[config.mk]
export PLATFORM = sky130hd
export DESIGN_NAME = rv_skid_buf16
export DESIGN_NICKNAME = d
export VERILOG_FILES = /design/src/rtl/rv_skid_buf16.sv
export SDC_FILE = /design/constraint.sdc
export NUM_CORES = 1
export LEC_CHECK = 0
export BUFFER_PORTS_ARGS = -buffer_cell sky130_fd_sc_hd__buf_2
export CAP_MARGIN = 30
export CELL_PAD_IN_SITES_DETAIL_PLACEMENT = 1
export CELL_PAD_IN_SITES_GLOBAL_PLACEMENT = 1
export CORE_MARGIN = 4
export CORE_UTILIZATION = 41
export DETAILED_ROUTE_END_ITERATION = 8
export HOLD_SLACK_MARGIN = 0.12
export PLACE_DENSITY = 0.8
export SYNTH_ARGS = -nofsm -noshare
export SYNTH_HDL_FRONTEND = slang
export SYNTH_SLANG_ARGS = --single-unit
[constraint.sdc]
create_clock -name clk -period 1.8 [get_ports clk]
set_clock_uncertainty 0.15 [all_clocks]
set_input_delay 0.09 -clock clk [delete_from_list [all_inputs] [get_ports clk]]
set_output_delay 0.09 -clock clk [all_outputs]
set_load 0.02 [all_outputs]
[src/rtl/rv_skid_buf16.sv]
// rv_skid_buf16: 2-entry valid/ready elastic stage (main + skid register) with no combinational out_ready->in_ready path.
// Optional per-beat parity storage and checking is enabled by defining RV_SKID_BUF16_PARITY_EN.
module rv_skid_buf16 #(
  parameter int WIDTH = 16
) (
  input  logic             clk,
  input  logic             rst,
  input  logic             flush,
  input  logic             in_valid,
  output logic             in_ready,
  input  logic [WIDTH-1:0] din,
  output logic             out_valid,
  input  logic             out_ready,
  output logic [WIDTH-1:0] dout,
  output logic [1:0]       occ
`ifdef RV_SKID_BUF16_PARITY_EN
  ,
  input  logic             din_par,
  output logic             dout_perr
`endif
);

  typedef enum logic [1:0] {
    EMPTY = 2'd0,
    ONE   = 2'd1,
    FULL  = 2'd2
  } state_t;

  state_t           r_state;
  logic [WIDTH-1:0] r_main;
  logic [WIDTH-1:0] r_skid;
  logic [1:0]       r_occ;

  logic w_accept;
  logic w_take;
  logic w_loadMainIn;
  logic w_loadSkid;
  logic w_loadMainSkid;

  // in_ready depends only on registered state and flush, so back-pressure never ripples upstream combinationally.
  assign in_ready  = (r_state != FULL) & ~flush;
  assign out_valid = (r_state != EMPTY);
  assign dout      = r_main;
  assign occ       = r_occ;

  assign w_accept = in_valid & in_ready;
  assign w_take   = out_valid & out_ready;

  assign w_loadMainIn   = w_accept & ((r_state == EMPTY) | ((r_state == ONE) & w_take));
  assign w_loadSkid     = w_accept & (r_state == ONE) & ~w_take;
  assign w_loadMainSkid = ~flush & (r_state == FULL) & w_take;

  always_ff @(posedge clk or posedge rst) begin
    if (rst) begin
      r_state <= EMPTY;
      r_occ   <= 2'd0;
    end else if (flush) begin
      r_state <= EMPTY;
      r_occ   <= 2'd0;
    end else begin
      case (r_state)
        EMPTY: begin
          if (w_accept) begin
            r_state <= ONE;
            r_occ   <= 2'd1;
          end
        end
        ONE: begin
          if (w_accept && !w_take) begin
            r_state <= FULL;
            r_occ   <= 2'd2;
          end else if (!w_accept && w_take) begin
            r_state <= EMPTY;
            r_occ   <= 2'd0;
          end
        end
        FULL: begin
          if (w_take) begin
            r_state <= ONE;
            r_occ   <= 2'd1;
          end
        end
        default: begin
          r_state <= EMPTY;
          r_occ   <= 2'd0;
        end
      endcase
    end
  end

  // Flush leaves the data registers untouched; dout is don't-care once out_valid drops.
  always_ff @(posedge clk or posedge rst) begin
    if (rst) begin
      r_main <= '0;
      r_skid <= '0;
    end else begin
      if (w_loadMainIn) begin
        r_main <= din;
      end else if (w_loadMainSkid) begin
        r_main <= r_skid;
      end
      if (w_loadSkid) begin
        r_skid <= din;
      end
    end
  end

`ifdef RV_SKID_BUF16_PARITY_EN
  logic r_parMain;
  logic r_parSkid;

  always_ff @(posedge clk or posedge rst) begin
    if (rst) begin
      r_parMain <= 1'b0;
      r_parSkid <= 1'b0;
    end else begin
      if (w_loadMainIn) begin
        r_parMain <= din_par;
      end else if (w_loadMainSkid) begin
        r_parMain <= r_parSkid;
      end
      if (w_loadSkid) begin
        r_parSkid <= din_par;
      end
    end
  end

  assign dout_perr = out_valid & (^dout ^ r_parMain);
`endif

endmodule
# After elaboration in Yosys (flattened, before gate mapping)
# Index checks and enable logic that the tools add are counted.
# totals
ff_bits,34
latchBits,0
ramBits,0
romBits,0
inputBits,21
output_inout_bits,20
word_cells,37
mem_count,0
# op_classes
addsub,0
mul,0
div_mod_pow,0
magnitude_cmp,0
n_eq_ne,6
n_shift,0
n_mux,8
bitwise_logic,12
n_reduce_logical,8
# op_table
operator,count
$mux W16,2
$mux W2,5
$and A1 B1 Y1,9
$ne A3 B3 Y1 const B,2
$pmux W2 S3,1
$ne A4 B2 Y1 const B,1
$reduce_bool A2 Y1,2
$reduce_and A3 Y1,1
$eq A2 B1 Y1 const B,1
$eq A2 B2 Y1 const B,1
$logic_and A1 B1 Y1,2
$logic_not A1 Y1,2
$logic_not A2 Y1,1
$ne A2 B2 Y1 const B,1
$not A1 Y1,2
$or A1 B1 Y1,1

# Depth between registers and ports, before layout
# Gate-level depths: netlist of the first run.
# logic_depth
word_depth,9
depth_mapped,5
mapped_depth_nobuf,3

# Worst setup path after synthesis of the first run
# OpenSTA, ideal clock, no wires.
# synth_path
path_type,flip-flop to flip-flop
start,register occ[1] (netlist name)
end,register r_skid[0]
setup_ns,0.125
t_arrival_ns,1.399
setup_slack_ns,0.126
path_stages_with_launch,5
path_buffers,1
path_cell_list,dfrtp_1 nor3b_2 nand2_2 buf_6 mux2_4
# synth_rtl
item,line_no,text
"end signal, assigned",103,r_skid <= din;
"end, declared",31,logic [WIDTH-1:0] r_skid;

# Worst setup path after layout of the first run
# layout_path
start,input in_valid
end,register r_skid[15]
# layout_via
elab_chain_cells,3
# layout_rtl
item,line_no,text
"start, declared",9,"input logic in_valid,"
$and A1 B1 Y1,46,assign w_accept = in_valid & in_ready;
$and A1 B1 Y1 (2 in series),50,assign w_loadSkid = w_accept & (r_state == ONE) & ~w_take;
# No other way between the ends.
# A chain may end at the register's enable or synchronous reset.

==> results of run 1 <==
==> worst max-delay path by stage <==
stage          slack (ps)  cells past startpoint         end
2_1_floorplan         130                      4   r_skid[0]
3_3_place_gp           60                      3     dout[2]
3_5_place_dp          -30                      3    dout[14]
4_1_cts                10                      3     dout[1]
5_1_grt               -50                      6      occ[1]
6_report               20                      6  r_skid[15]
==> power breakdown <==
part           leakage, nW  internal (W)  switching (W)  total (W)
Combinational        0.554      0.000290       0.000237   0.000527
Sequential           0.419      0.000946       0.000104    0.00105
Clock               0.0575      0.000386       0.000281   0.000668
==> metrics by stage <==
step / total power [W] / hold slack, ps / setup WS, ps
after CTS: 0.00225 / 122 / 12.3
after global placement: 0.00152 / 47.1 / 59.5
after floorplan: 0.00138 / 10.8 / 126
after detailed placement: 0.00155 / 63.6 / -28.1
after global routing: 0.00236 / 191 / -46.8
final: 0.00224 / 133 / 15.3
==> area by class of cell <==
class                           instances  area share (%)
Clock buffer                            8            5.29
Inverter                                1           0.180
Multi-Input combinational cell         65            29.4
Sequential cell                        34            40.9
Tap cell                               46            2.76
Timing Repair Buffer                   64            21.4
==> routing by layer <==
layer / track usage (%) / vias to the layer above
li1: - / 519
met1: 22.4 / 563
met2: 31.6 / 27
met3: 4.70 / 11
met4: 11.7 / 0
met5: 0 / -
==> sequential cells by signal, indices dropped and copies added, names as in the netlist <==
| signal | count |
|---|---|
| r_skid | 16 |
| occ | 2 |
| dout | 16 |
==> cell families after synthesis <==
family / share of synthesized area (%)
and+or+nand+nor: 12.5
DFF: 56.6
buffers and inverters: 3.25
AOI/OAI and AO/OA: 12.5
muxes: 15.2
==> cells in the final DEF, fill, tap and decap left out, drive strengths merged <==
master / synthesis / final
a21oi: 3 / 3
a221o: 16 / 16
and2: 17 / 17
and4bb: 1 / 1
buf: 4 / 43
clkbuf: 1 / 8
dfrtp: 34 / 34
dlygate4sd3: 0 / 21
inv: 1 / 1
mux2: 16 / 16
mux2i: 1 / 1
nand2: 1 / 1
nand2b: 1 / 1
nor2: 1 / 1
nor2b: 3 / 3
nor3: 1 / 1
nor3b: 1 / 1
o32ai: 1 / 1
or2: 2 / 2
==> timing repair <==
item / CTS / global route
hold buffers: 21 / 0
setup endpoints to repair: 16 / 17
resized for setup: 1 / 3
setup buffers: 0 / 0
gates cloned: 0 / 0
hold endpoints to repair: 68 / 0
==> worst reg2reg max path, delay by kind of cell, from the launching register on <==
family	cells	cell delay (ps)
AND/OR/NAND/NOR	2	530
buffers and inverters	1	180
flip-flops	1	460
multiplexers	1	300
==> run metrics, run 1 <==
outcome=finished, final reports clean; HPWL after DPL=2390 um; area of the core=0.00344 mm^2; largest net degree at the start of global routing=35; largest incremental delay on the critical path=560 ps; total of warnings raised by yosys=0; final hold vios=0; Data required, critical path=1820 ps; Sum Neg Setup Slack=0 ps; clock-pin slew on the worst setup and hold paths=70 ps; weighted congestion reported at the end of routability-driven placement=0.842; setup repair after global routing missed its margin=yes; worst path cell trace=dlygate4sd3_1, buf_2, nor3b_2, nand2_2, buf_12, mux2_4; Die Ht=68.5 um; slowest stage cell, crit path=dlygate4sd3_1; grt ovf=0; synthesis-to-finish area growth=38.6%; worst r2r dst=r_skid[15]; per-cell routed wire length=17.8 um; most common library cells after synthesis=dfrtp_1, a221o_1, and2_1; Worst Hold Endpoint=occ[0]; mean post-synth cell area=14.3 um^2; final clock period utilization by the worst path=99.1%; worst slew slack as a fraction of its limit=69.7%; iteration count of the initial detailed-routing pass=4; count of cells along the worst hold path=4; most instantiated flip-flop cell in the synthesis netlist=dfrtp_1; area of the multi-input gates=613 um^2; Gate Count Post-Synth=105; highest net fanout along the worst path=16; Worst R2R Setup Slack=50 ps; number of global-route vias before repair=1243; wire length after detailed routing=3870 um; Crit Reg-Reg Startpoint=occ[1]; routed wl met2=2040 um; kind of cell with the highest combined delay on the critical path=buffers and inverters; leading cell type by number of instances after synthesis=dfrtp_1; area share of the largest cell type after synthesis=56.6%; I/O pin total=41; kind of start point of the critical path=input port; endpoint type of the worst setup path=register; number of flops mapped to enable cells by yosys=0; Worst-Skew Late Latency=290 ps; number of nets in the synthesized netlist=126; total placed instance area=0.00175 mm^2; pwr/cell area=1080 mW/mm^2; part of the Yosys area used for sequential elements=56.6%; Nets=192; Crit Path Category=input port to register; via density per instance=5.14; largest voltage drop on the vdd net=0.626 mV; CTS Buf Count=5; layout cells sized above 1=43.6%; Max clock buf depth=2; starting density of the core=43.7%; total routing usage reported by global routing=19.2%; number of port buffers=40; TritonCTS clock tree=done; Peak Freq=560 MHz; wire length of the first global-routing pass=6300 um; transition time at the pin with the least slew margin=454 ps; width of the chip=68.5 um; total instance count after detailed placement=189; post-route non-filler standard cell count=218; clock tree root driver cell=clkbuf_8; cell types occupying the most area after synthesis=dfrtp_1, a221o_1, mux2_4, and2_1, mux2_2; total number of H-tree levels=2; leak pwr=1.03 nW; sequential standard cell area=852 um^2; largest area contributor in the synthesized netlist=dfrtp_1; worst hold-check path type=input port to register; launching instance or port of the critical path=in_valid; hold path startpoint=out_ready; remaining design rule violation count=0; die area=0.00470 mm^2; total inserted antenna cells=0; arrival time worst endpoint=1810 ps; antenna-violating nets left=0; share of flip-flops with an asynchronous set or reset=100%; count of pins over their slew limit=0; total of endpoints with negative setup slack in the final report=0; row cnt=21; FF+latch count, synth=34; final critical path time including I/O delays and setup=1780 ps; post-synth design cell area=0.00150 mm^2; clock sink count=34; FF-to-FF path depth=4; final core utilization=60.5%; via count=1120; Crit path buffers/inverters=3; Iteration-0 DRC Markers=51; initial antenna violation count=0; highest signal layer in the routed design=met4; routed metal-1 wirelength=1530 um; sum of met3 wire segment lengths after detailed routing=158 um; number of unique standard cell types used by synthesis=22; final design instance area without fill=0.00208 mm^2; FILL cells=359; Max-Cap Viols=0
Power figures use the tool's default switching activity.
==> inputs of run 2 (changes only) <==
--- a/config.mk
+++ b/config.mk
@@ -9,6 +9,7 @@
 export CAP_MARGIN = 30
 export CELL_PAD_IN_SITES_DETAIL_PLACEMENT = 1
 export CELL_PAD_IN_SITES_GLOBAL_PLACEMENT = 1
+export CORE_ASPECT_RATIO = 0.75
 export CORE_MARGIN = 4
 export CORE_UTILIZATION = 41
 export DETAILED_ROUTE_END_ITERATION = 8
==> run metrics, run 2 (synthesis gave the netlist of run 1 again) <==
outcome=finished, final reports clean; FILL cells=346 (-3.6%); weighted congestion reported at the end of routability-driven placement=0.704 (-16%); leak pwr=1.02 nW (-1.0%); total of endpoints with negative setup slack in the final report=0 (unchanged); worst path cell trace=dlygate4sd3_1, buf_2, nor2b_1, a21oi_1, nor3_1, dlygate4sd3_1; Nets=193 (+0.52%); remaining design rule violation count=0 (unchanged); number of global-route vias before repair=1282 (+3.1%); Worst R2R Setup Slack=90 ps (+40 ps); FF-to-FF path depth=4 (unchanged); worst r2r dst=occ[1]; grt ovf=0 (unchanged); Crit Path Category=input port to register; Die Ht=60.4 um (-12%); final design instance area without fill=0.00207 mm^2 (-0.78%); starting density of the core=44.2% (+0.53 points); Max-Cap Viols=0 (unchanged); wire length after detailed routing=3790 um (-2.2%); Peak Freq=572 MHz (+2.1%); worst slew slack as a fraction of its limit=67.7% (-2.0 points); Iteration-0 DRC Markers=34 (-33%); Crit Reg-Reg Startpoint=occ[1]; count of pins over their slew limit=0 (unchanged); post-route non-filler standard cell count=221 (+1.4%); transition time at the pin with the least slew margin=484 ps (+30.2 ps); highest net fanout along the worst path=3 (-13); most common cell after layout, fill and taps aside=buf_2; total number of H-tree levels=2 (unchanged); die area=0.00471 mm^2 (+0.21%); final critical path time including I/O delays and setup=1750 ps (-36.9 ps); final clock period utilization by the worst path=97.1% (-2.0 points); per-cell routed wire length=17.1 um (-3.5%); antenna-violating nets left=0 (unchanged); commonest non-fill, non-tap cells in the layout=buf_2, dfrtp_1, dlygate4sd3_1; launching instance or port of the critical path=in_valid; row cnt=18 (-14%); total inserted antenna cells=0 (unchanged); Sum Neg Setup Slack=0 ps (unchanged); layout cells sized above 1=43.3% (-0.33 points); total routing usage reported by global routing=18.1% (-1.1 points); clock tree root driver cell=clkbuf_8; clock-pin slew on the worst setup and hold paths=70 ps (about the same); via density per instance=5.06 (-1.4%); number of cells on the critical path=6 (unchanged); clock sink count=34 (unchanged); Worst-Skew Late Latency=280 ps (about the same); Data required, critical path=1860 ps (+40 ps); iteration count of the initial detailed-routing pass=3 (-1); Worst setup endpoint=occ[1]; HPWL after DPL=2440 um (+2.0%); worst hold-check path type=input port to asynchronous set/reset pin; I/O pin total=41 (unchanged); pwr/cell area=1030 mW/mm^2 (-4.7%); initial antenna violation count=0 (unchanged); cell repeated most along the worst path=dlygate4sd3_1; endpoint type of the worst setup path=register; via count=1119 (-0.089%); area of the core=0.00340 mm^2 (-1.2%); largest net degree at the start of global routing=35 (unchanged); Max clock buf depth=2 (unchanged); CTS Buf Count=5 (unchanged); total instance count after detailed placement=194 (+2.6%); synthesis-to-finish area growth=37.5%; Crit path buffers/inverters=3 (unchanged); slowest stage cell, crit path=dlygate4sd3_1; largest incremental delay on the critical path=580 ps (+20 ps); final hold vios=0 (unchanged); wire length of the first global-routing pass=6410 um (+1.8%); width of the chip=77.9 um (+14%); kind of start point of the critical path=input port; TritonCTS clock tree=done; largest voltage drop on the vdd net=0.574 mV (-8.2%); number of port buffers=40 (unchanged); kind of cell with the highest combined delay on the critical path=buffers and inverters; arrival time worst endpoint=1810 ps (about the same); total placed instance area=0.00176 mm^2 (+0.71%)
run 2: report_power, final:
group	switching (W)	internal (W)	leakage [nW]	total [W]
sequential	0.0000998	0.000946	0.419	0.00105
clock	0.000251	0.000294	0.0431	0.000546
combinational	0.000240	0.000291	0.558	0.000531
run 2: worst min-delay path by stage:
stage               startpoint         to  slack [ps]
floorplan                flush     occ[1]          10
global placement           rst  r_skid[4]          50
detailed placement         rst    dout[4]          70
CTS                        rst    dout[4]         310
global route               rst    dout[4]         330
finish                     rst    dout[4]         290
run 2: tightest hold or removal path: stages:
cell           delay [ps]
dlygate4sd3_1         530
buf_2                 120
inv_1                  40
buf_4                 360
run 2: area by class of cell:
| class | instances | area [um^2] | share of cell area, % |
|---|---|---|---|
| timing repair buffer | 65 | 453 | 21.9 |
| clock buffer | 6 | 82.6 | 4.00 |
| multi-input combinational | 65 | 612 | 29.6 |
| sequential | 34 | 852 | 41.2 |
| inverter | 1 | 3.75 | 0.182 |
| tap | 50 | 62.6 | 3.03 |
run 2: repair_timing:
action,in CTS,in global routing
endpoints found under the setup margin,5,17
resized for setup,1,2
hold buffers,21,0
hold endpoints to repair,68,0
pin swaps,0,0
buffers inserted,0,0
run 2: layer usage:
| metal | share of wire, % | global-route usage, % | wire length, um | vias up |
|---|---|---|---|---|
| met4 | 2.0 | 8.23 | 76 | 0 |
| li1 | - | - | - | 520 |
| met5 | 0 | 0 | 0 | - |
| met1 | 42 | 20.9 | 1580 | 566 |
| met2 | 53 | 33.3 | 2010 | 23 |
| met3 | 3.2 | 3.56 | 120 | 10 |
run 2: through the flow:
step	utilization (%)	hold slack (ps)	setup WS, ps	power (W)
finish	60.7	291	52.2	0.00212
global route	60.7	331	-21.2	0.00224
CTS	60.7	312	43.5	0.00215
detailed placement	51.8	69.6	-6.85	0.00155
global placement	51.8	47.2	95.1	0.00152
floorplan	-	10.8	126	0.00138
